===== config.mk =====
export PLATFORM = sky130hd
export DESIGN_NAME = bram_port_arbiter
export DESIGN_NICKNAME = d
export VERILOG_FILES = /design/src/rtl/bram_port_arbiter.sv
export SDC_FILE = /design/constraint.sdc
export NUM_CORES = 1
export LEC_CHECK = 0
export ABC_AREA = 1
export CAP_MARGIN = 20
export CORE_AREA = 5 5 88 90
export DETAILED_ROUTE_END_ITERATION = 8
export DIE_AREA = 0 0 93 95
export PLACE_DENSITY = 0.84
export RECOVER_POWER = 100
export SLEW_MARGIN = 20
export SYNTH_ARGS = -nofsm -noshare
export SYNTH_HDL_FRONTEND = slang
export SYNTH_SLANG_ARGS = --single-unit

===== constraint.sdc =====
create_clock -name clk -period 1.2 [get_ports clk]
set_input_delay 0.18 -clock clk [delete_from_list [all_inputs] [get_ports clk]]
set_output_delay 0.18 -clock clk [all_outputs]
set_load 0.01 [all_outputs]

===== src/rtl/bram_port_arbiter.sv =====
// -----------------------------------------------------------------------------
// bram_port_arbiter
//
// Shares a single BRAM port between two requesters. At most one command is
// granted per cycle. Contention is resolved by a 1-bit round-robin pointer
// that always favours the requester that was not granted last time. The
// granted command is driven straight onto the BRAM port in the same cycle.
// Reads are tracked in a BRAM_LATENCY-deep valid/ID shift register so the read
// data can be steered back to the issuing requester when it emerges.
//
// Parameters
//   DATA_WIDTH   BRAM word width in bits
//   ADDR_WIDTH   BRAM address width in bits
//   BRAM_LATENCY BRAM read latency in cycles (legal range 1..8)
//
// Ports
//   clk, rst                       clock, synchronous active-high reset
//   reqN_valid / reqN_ready        requester N command handshake
//   reqN_we, reqN_addr, reqN_wdata requester N command
//   rspN_valid, rspN_rdata         requester N read response (no backpressure)
//   bram_en, bram_we, bram_addr,
//   bram_din                       BRAM port command
//   bram_dout                      BRAM read data
//   bram_rst                       BRAM output-register reset (mirrors rst)
// -----------------------------------------------------------------------------
module bram_port_arbiter #(
    parameter int unsigned DATA_WIDTH   = 32,
    parameter int unsigned ADDR_WIDTH   = 10,
    parameter int unsigned BRAM_LATENCY = 2
) (
    input  logic                  clk,
    input  logic                  rst,

    input  logic                  req0_valid,
    output logic                  req0_ready,
    input  logic                  req0_we,
    input  logic [ADDR_WIDTH-1:0] req0_addr,
    input  logic [DATA_WIDTH-1:0] req0_wdata,
    output logic                  rsp0_valid,
    output logic [DATA_WIDTH-1:0] rsp0_rdata,

    input  logic                  req1_valid,
    output logic                  req1_ready,
    input  logic                  req1_we,
    input  logic [ADDR_WIDTH-1:0] req1_addr,
    input  logic [DATA_WIDTH-1:0] req1_wdata,
    output logic                  rsp1_valid,
    output logic [DATA_WIDTH-1:0] rsp1_rdata,

    output logic                  bram_en,
    output logic                  bram_we,
    output logic [ADDR_WIDTH-1:0] bram_addr,
    output logic [DATA_WIDTH-1:0] bram_din,
    input  logic [DATA_WIDTH-1:0] bram_dout,
    output logic                  bram_rst
);

    typedef enum logic {
        REQ0 = 1'b0,
        REQ1 = 1'b1
    } req_id_t;

    req_id_t ptr;
    logic    accept;
    req_id_t grant;

    logic    pipe_vld [BRAM_LATENCY];
    req_id_t pipe_id  [BRAM_LATENCY];

    // Ready is masked by rst combinationally so nothing is accepted while the
    // block is held in reset.
    always_comb begin
        req0_ready = 1'b0;
        req1_ready = 1'b0;
        if (!rst) begin
            if (req0_valid && req1_valid) begin
                req0_ready = (ptr == REQ0);
                req1_ready = (ptr == REQ1);
            end else begin
                req0_ready = req0_valid;
                req1_ready = req1_valid;
            end
        end
    end

    assign accept = req0_ready | req1_ready;
    assign grant  = req1_ready ? REQ1 : REQ0;

    always_comb begin
        bram_en   = 1'b0;
        bram_we   = 1'b0;
        bram_addr = req0_addr;
        bram_din  = req0_wdata;
        if (req1_ready) begin
            bram_en   = 1'b1;
            bram_we   = req1_we;
            bram_addr = req1_addr;
            bram_din  = req1_wdata;
        end else if (req0_ready) begin
            bram_en   = 1'b1;
            bram_we   = req0_we;
            bram_addr = req0_addr;
            bram_din  = req0_wdata;
        end
    end

    always_ff @(posedge clk) begin
        if (rst) begin
            ptr <= REQ0;
            for (int unsigned i = 0; i < BRAM_LATENCY; i++) begin
                pipe_vld[i] <= 1'b0;
                pipe_id[i]  <= REQ0;
            end
        end else begin
            if (accept) begin
                ptr <= (grant == REQ1) ? REQ0 : REQ1;
            end
            pipe_vld[0] <= accept & ~bram_we;
            pipe_id[0]  <= grant;
            for (int unsigned i = 1; i < BRAM_LATENCY; i++) begin
                pipe_vld[i] <= pipe_vld[i-1];
                pipe_id[i]  <= pipe_id[i-1];
            end
        end
    end

    // The last shift-register stage lines up with the BRAM output, so the data
    // is passed through unconditionally and only the valid is steered.
    assign rsp0_valid = pipe_vld[BRAM_LATENCY-1] & (pipe_id[BRAM_LATENCY-1] == REQ0) & ~rst;
    assign rsp1_valid = pipe_vld[BRAM_LATENCY-1] & (pipe_id[BRAM_LATENCY-1] == REQ1) & ~rst;
    assign rsp0_rdata = bram_dout;
    assign rsp1_rdata = bram_dout;

    assign bram_rst = rst;

endmodule


==> results.md, run 1 <==
- Status: finished, violations left
- Failing checks: setup timing
- DR vias: 1656
- Final hold slack: 360 ps
- DRT Pass-1 Iters: 6
- Clock Tree Root: clkbuf_8
- TritonCTS Buffers: 3
- Core Box Area: 0.00698 sq mm
- Mapped Nets: 353
- DP Worst Slack: -978 ps
- Min cycle time layout: 1470 ps
- Vias in the first global route: 1642
- Io pins: 235
- Final Max Tran Viols: 0
- Setup_tns: -10960 ps
- Initial detailed-routing violation count: 7
- Worst Hold Path EP: rsp0_rdata[12]
- Initial antenna violation count: 0
- Register Area: 101 sq um
- Slowest Stage Delay on Critical Path: 320 ps
- Largest net degree at the start of global routing: 19
- Hold Path Depth: 0
- Worst R2R Setup Slack: 310 ps
- Hold Violations, Final: 0
- Final core utilization: 0.393
- Overall routing resource usage: 0.108
- Post-DP HPWL: 4.09 mm
- RSZ-0062 raised after global routing: true
- Crit-path slowest cell: dfxtp_2
- Critical Path Most Common Cell: nand2_1
- Crit. End Element: primary output
- Crit path kind: flip-flop to primary output
- Die span in y: 95 microns
- Distinct cells, synth: 14
- DRC violations left: 0
- Die X: 93 microns
- R2R Path End: ptr
- Synth Cell Area: 0.00126 sq mm
- GRT overflow: 0
- Pwr dens: 544 mW/mm^2
- Final non-filler cell area: 0.00275 sq mm
- Tcrit/Tclk final: 1.23
- CP arrival: 1290 ps
- Worst r2r path cells: 4
- Switching power: 488 uW
- Yosys warns: 0
- Fillers: 698
- Port bufs: 138
- WP data required: 1020 ps
- Crit path max fanout: 4
- Worst setup SP type: flip-flop
- Area of the multi-input gates: 848 sq um
- Vias per cell: 4.08
- CTS Buffer Depth: 2
- Max-cap viol count: 0
- CTS tree: done
- Layout Skew: 0.502 ps
- Wire per inst: 13.9 microns
- Post-route ant nets: 0
- Hold_buf cts: 0
- Fmax: 678 MHz
- Post-synthesis cell count: 231
- Flop pwr share: 0.122
- Post-synthesis register bit count: 5
- Sequential cell area fraction in the yosys report: 0.0791
- Worst-Margin Slew: 344 ps
- Effective utilization at floorplan: 0.181
- Worst skew pair latency: 220 ps
- Crit path setup slack, layout: -275 ps
- Mean area per synthesized cell: 5.48 sq um
- Sw Ratio: 0.327
- Worst-path cell chain: inv_2, nand2_4, nand2_8, buf_8, clkbuf_16, nand2_1, nand2_1, buf_2
- Area of placed instances: 0.00230 sq mm
- Routed Wire Length: 5.62 mm
- Internal: 1010 uW
- GP Congestion: 0.762
- Peak supply drop: 0.230 mV
- Nets: 447
- Clock Pin Slew Worst Setup and Hold Paths: 30 ps
- RR Startpoint: ptr
- Final number of setup-violating endpoints: 46
- Area grow syn2layout: 117%
- Row count: 31
- Share of post-route cells with drive strength above 1: 0.500
- ANT cells: 0
- Pleak: 0.00140 uW
- HP Start: bram_dout[12]
- Rel. slew slack: 0.771
- Die area: 0.00884 sq mm
- Hold Crit Class: input port to primary output
- Clock sink count: 5
- H-Tree Depth: 1
- First-pass GRT wire length: 7.43 mm
- Combinational power share: 0.677
- Clock power share: 0.201
cell families (layout without fill, tap and decap cells):
kind of cell    Yosys count  after routing  share of synthesized area
simple gates            141            141                      0.434
buf+inv                  83            176                      0.477
flops                     5              5                     0.0791
compound gates            2              2                    0.00989
per-layer routing:
layer	track usage	vias up	share of wire
met4	0.0549	0	0.033
met1	0.0968	719	0.32
li1	-	809	-
met2	0.213	99	0.55
met3	0.0351	29	0.10
met5	0	-	0
how the worst max path moves through the flow:
stage | start | slack, ps | depth (start not counted) | end
after detailed placement | req0_valid | -980 | 7 | bram_din[8]
final | ptr | -270 | 8 | bram_din[19]
after global placement | req0_valid | -920 | 7 | bram_din[3]
after global routing | ptr | -340 | 8 | bram_din[9]
after CTS | ptr | -300 | 9 | bram_din[27]
after floorplan | ptr | 110 | 7 | bram_addr[0]
sequential cells by signal, summed over array words and instances, names as in the netlist:
name	count
pipe_id	2
pipe_vld	2
ptr	1
cell usage in the layout (no fill, tap or decap):
cell type and count:
buf_16 1, dlygate4sd2_1 5, clkdlybuf4s50_1 86, nand3_2 1, a211oi_1 1, buf_4 7
clkbuf_1 2, clkbuf_8 3, nand2_4 14, nand2_1 52, buf_8 2, nor3_2 1
nand4_1 1, clkinv_8 1, buf_6 24, nor2_1 5, nand2_2 65, buf_2 27
nand2_8 1, clkbuf_16 2, o21ai_0 1, dfxtp_1 4, dfxtp_2 1, nor2_4 1
inv_2 4, clkbuf_2 1, inv_1 5, buf_12 6
synthesized netlist by cell type:
library cell    n  share of area
nand2_1       131           0.39
a211oi_1        1         0.0059
nor2_4          1         0.0089
nor3_1          1         0.0040
buf_4          69           0.41
inv_1           9          0.027
nand3_1         1         0.0040
buf_6           4          0.036
nand4_1         1         0.0049
o21ai_0         1         0.0040
nor2_1          5          0.015
dfxtp_1         5          0.079
nand2_4         1         0.0089
inv_4           1         0.0049
power by group through the flow:
stage | clock network (uW) | registers (uW) | logic (uW)
after global routing | 328 | 183 | 1080
after global placement | 0 | 183 | 860
after detailed placement | 0 | 184 | 871
after CTS | 312 | 182 | 902
after floorplan | 0 | 183 | 484
final | 300 | 182 | 1010
metrics by stage:
step / power, uW / std cells
CTS: 1400 / 407
global route: 1590 / 406
floorplan: 667 / 231
finish: 1490 / 406
detailed placement: 1050 / 390
global placement: 1040 / 390
repair_timing:
item,in CTS,in global routing
pin swaps,10,15
gates resized for setup,246,88
endpoints found under the setup margin,50,48
setup buffers,11,3
cloned,4,3
layout make-up:
class	count	share of cell area
clock buffer	4	0.0164
timing repair buffer	162	0.582
tap	82	0.0374
inverter	10	0.0182
sequential	5	0.0369
multi-input combinational	143	0.309
worst max-delay path: cells and delay by family (launching register included):
family	cells	cell delay, ps
flip-flops	1	320
AND/OR/NAND/NOR	4	280
buffers and inverters	4	480
Power figures use the tool's default switching activity.
==> run 2, diff against run 1 <==
--- a/config.mk
+++ b/config.mk
@@ -7,10 +7,10 @@
 export LEC_CHECK = 0
 export ABC_AREA = 1
 export CAP_MARGIN = 20
-export CORE_AREA = 5 5 88 90
+export CORE_AREA = 4 4 90 92
 export DETAILED_ROUTE_END_ITERATION = 8
-export DIE_AREA = 0 0 93 95
-export PLACE_DENSITY = 0.84
+export DIE_AREA = 0 0 94 96
+export PLACE_DENSITY = 0.79
 export RECOVER_POWER = 100
 export SLEW_MARGIN = 20
 export SYNTH_ARGS = -nofsm -noshare
==> run 2 against run 1 <==
  * The run still ends with setup timing left
  * Sequential power is essentially flat
  * Critical path depth is the same
  * Worst setup slack lost 9.9 ps
  * Clock power grew 4%
  * Clock skew grew 4.9 ps
  * Non-clock buffer count grew 2
  * Hold slack lost 34 ps
  * Via count shrank 0.54%
  * Power shrank 3.3%
  * Routed wire length grew 1.6%
  * Largest cell class unchanged
  * Highest routed layer unchanged
==> results.md, run 2 (synthesis results as in run 1) <==
- Status: finished, violations left
- Failing checks: setup timing
- Fmax: 673 MHz
- Post-route ant nets: 0
- Crit-path slowest cell: dfxtp_2
- Clock Tree Root: clkbuf_8
- Placed Cells: 406
- Min cycle time layout: 1480 ps
- Share of post-route cells with drive strength above 1: 0.417
- End of the critical path: bram_din[2]
- DR vias: 1647
- WP depth: 8
- Port bufs: 138
- Crit. End Element: primary output
- ANT cells: 0
- DRT Pass-1 Iters: 5
- Biggest registers after layout: pipe_id: 2 flops, pipe_vld: 2 flops, ptr: 1 flops
- Nets: 449
- CTS tree: done
- Crit path max fanout: 6
- Peak supply drop: 0.304 mV
- Initial detailed-routing violation count: 38
- TritonCTS Buffers: 3
- Clock sink count: 5
- CP bufs+invs: 4
- GRT overflow: 0
- Max-cap viol count: 0
- Worst setup SP type: flip-flop
- RSZ-0062 raised after global routing: true
- Vias in the first global route: 1584
- CP Launch Point: ptr
- Pwr dens: 549 mW/mm^2
- Final Max Tran Viols: 0
- Crit path setup slack, layout: -285 ps
- Worst R2R Setup Slack: -90 ps
- Routed Wire Length: 5.72 mm
- Worst-path cell chain: inv_2, nand2_4, nand2_8, buf_8, clkbuf_16, nand2_2, nand2_1, buf_2
- Worst skew pair latency: 220 ps
- Largest net degree at the start of global routing: 26
- Die X: 94 microns
- Clock Pin Slew Worst Setup and Hold Paths: 40 ps
- First-pass GRT wire length: 7.36 mm
- Pwr Total: 1440 uW
- Io pins: 235
- Core Box Area: 0.00721 sq mm
- GP Congestion: 0.732
- Effective utilization at floorplan: 0.175
- Die span in y: 96 microns
- Vias per cell: 3.88
- DRC violations left: 0
- CP top delay family: buffers and inverters
- Rel. slew slack: 0.882
- R2R Path End: pipe_vld[0][0]
- WP data required: 1020 ps
- Crit path kind: flip-flop to primary output
- Pleak: 0.00134 uW
- Area grow syn2layout: 108%
- Initial antenna violation count: 0
- Die area: 0.00902 sq mm
- RR Startpoint: ptr
- Hold Violations, Final: 0
- Layout Skew: 5.41 ps
- Final Non-Filler Cells: 425
- Overall routing resource usage: 0.103
- Worst-Margin Slew: 175 ps
- CTS Buffer Depth: 2
- Final number of setup-violating endpoints: 45
- Row count: 31
- Wire per inst: 13.4 microns
- Commonest non-fill, non-tap cell in the layout: clkdlybuf4s50_1
- Post-DP HPWL: 4.09 mm
- Tcrit/Tclk final: 1.24
- H-Tree Depth: 1
- Leading cell types in the layout, fill and taps excluded: 86 x clkdlybuf4s50_1, 84 x nand2_1, 40 x nand2_2, 36 x buf_2, 15 x buf_6
- Fillers: 747
- Worst r2r path cells: 10
- CP arrival: 1300 ps
- Slowest Stage Delay on Critical Path: 320 ps
- Hold Crit Class: input port to flip-flop
## run 2: cell types whose count changed in the layout (fill, tap and decap cells not counted), moves of 2 or more
cell / before / now
nand2_1: 52 / 84
nand2_2: 65 / 40
buf_2: 27 / 36
buf_6: 24 / 15
nand2_4: 14 / 7
buf_4: 7 / 10
dlygate4sd2_1: 5 / 3
## run 2: worst register-to-register path, cell delays in order, from the launching register on
cell     delay [ps]
dfxtp_2         320
inv_2            70
nand2_4          70
buf_4           140
buf_6           100
buf_6           100
nand3_2          60
nand2_2          60
buf_4           130
buf_6           110
nor2_4           60
## run 2: layout make-up
type	count	area [sq um]	area share
sequential	5	101	0.0386
clock buffer	4	45.0	0.0171
tap	99	124	0.0471
timing repair buffer	164	1560	0.592
multi-input combinational	143	752	0.286
inverter	10	50.0	0.0190
## run 2: metrics by stage
stage | setup slack (ps) | hold WS, ps | TNS (ps) | area [sq um] | utilization
floorplan | 110 | 251 | 0 | 1260 | -
global placement | -806 | 360 | -36950 | 2340 | 0.324
finish | -285 | 326 | -10990 | 2630 | 0.364
detailed placement | -879 | 360 | -39740 | 2340 | 0.324
global route | -344 | 327 | -13790 | 2630 | 0.364
CTS | -342 | 360 | -12030 | 2350 | 0.326
## run 2: timing repair
action	in CTS	in global routing
setup endpoints to repair	50	48
setup buffers	8	6
gates cloned	3	4
pin swaps	4	15
hold buffers	0	0
resized for setup	207	79
## run 2: power by group
part           leakage (uW)  total, uW  switching [uW]  internal [uW]
Clock             0.0000228        311            82.7            228
Sequential        0.0000416        183            4.74            178
Combinational       0.00127        950             384            566
## run 2: routing by layer
layer,wire [microns],track usage,vias up
met5,0,0,-
met3,549,0.0281,32
met4,217,0.0566,0
li1,-,-,811
met2,3120,0.213,81
met1,1830,0.0864,723
## run 2: how the worst min path moves through the flow
stage,end,cells past startpoint,slack (ps),from
6_report,pipe_id[0][1],3,330,rst
3_3_place_gp,rsp0_rdata[26],0,360,bram_dout[26]
2_1_floorplan,pipe_id[0][1],1,250,rst
3_5_place_dp,rsp0_rdata[26],0,360,bram_dout[26]
4_1_cts,rsp0_rdata[26],0,360,bram_dout[26]
5_1_grt,pipe_id[0][1],3,330,rst
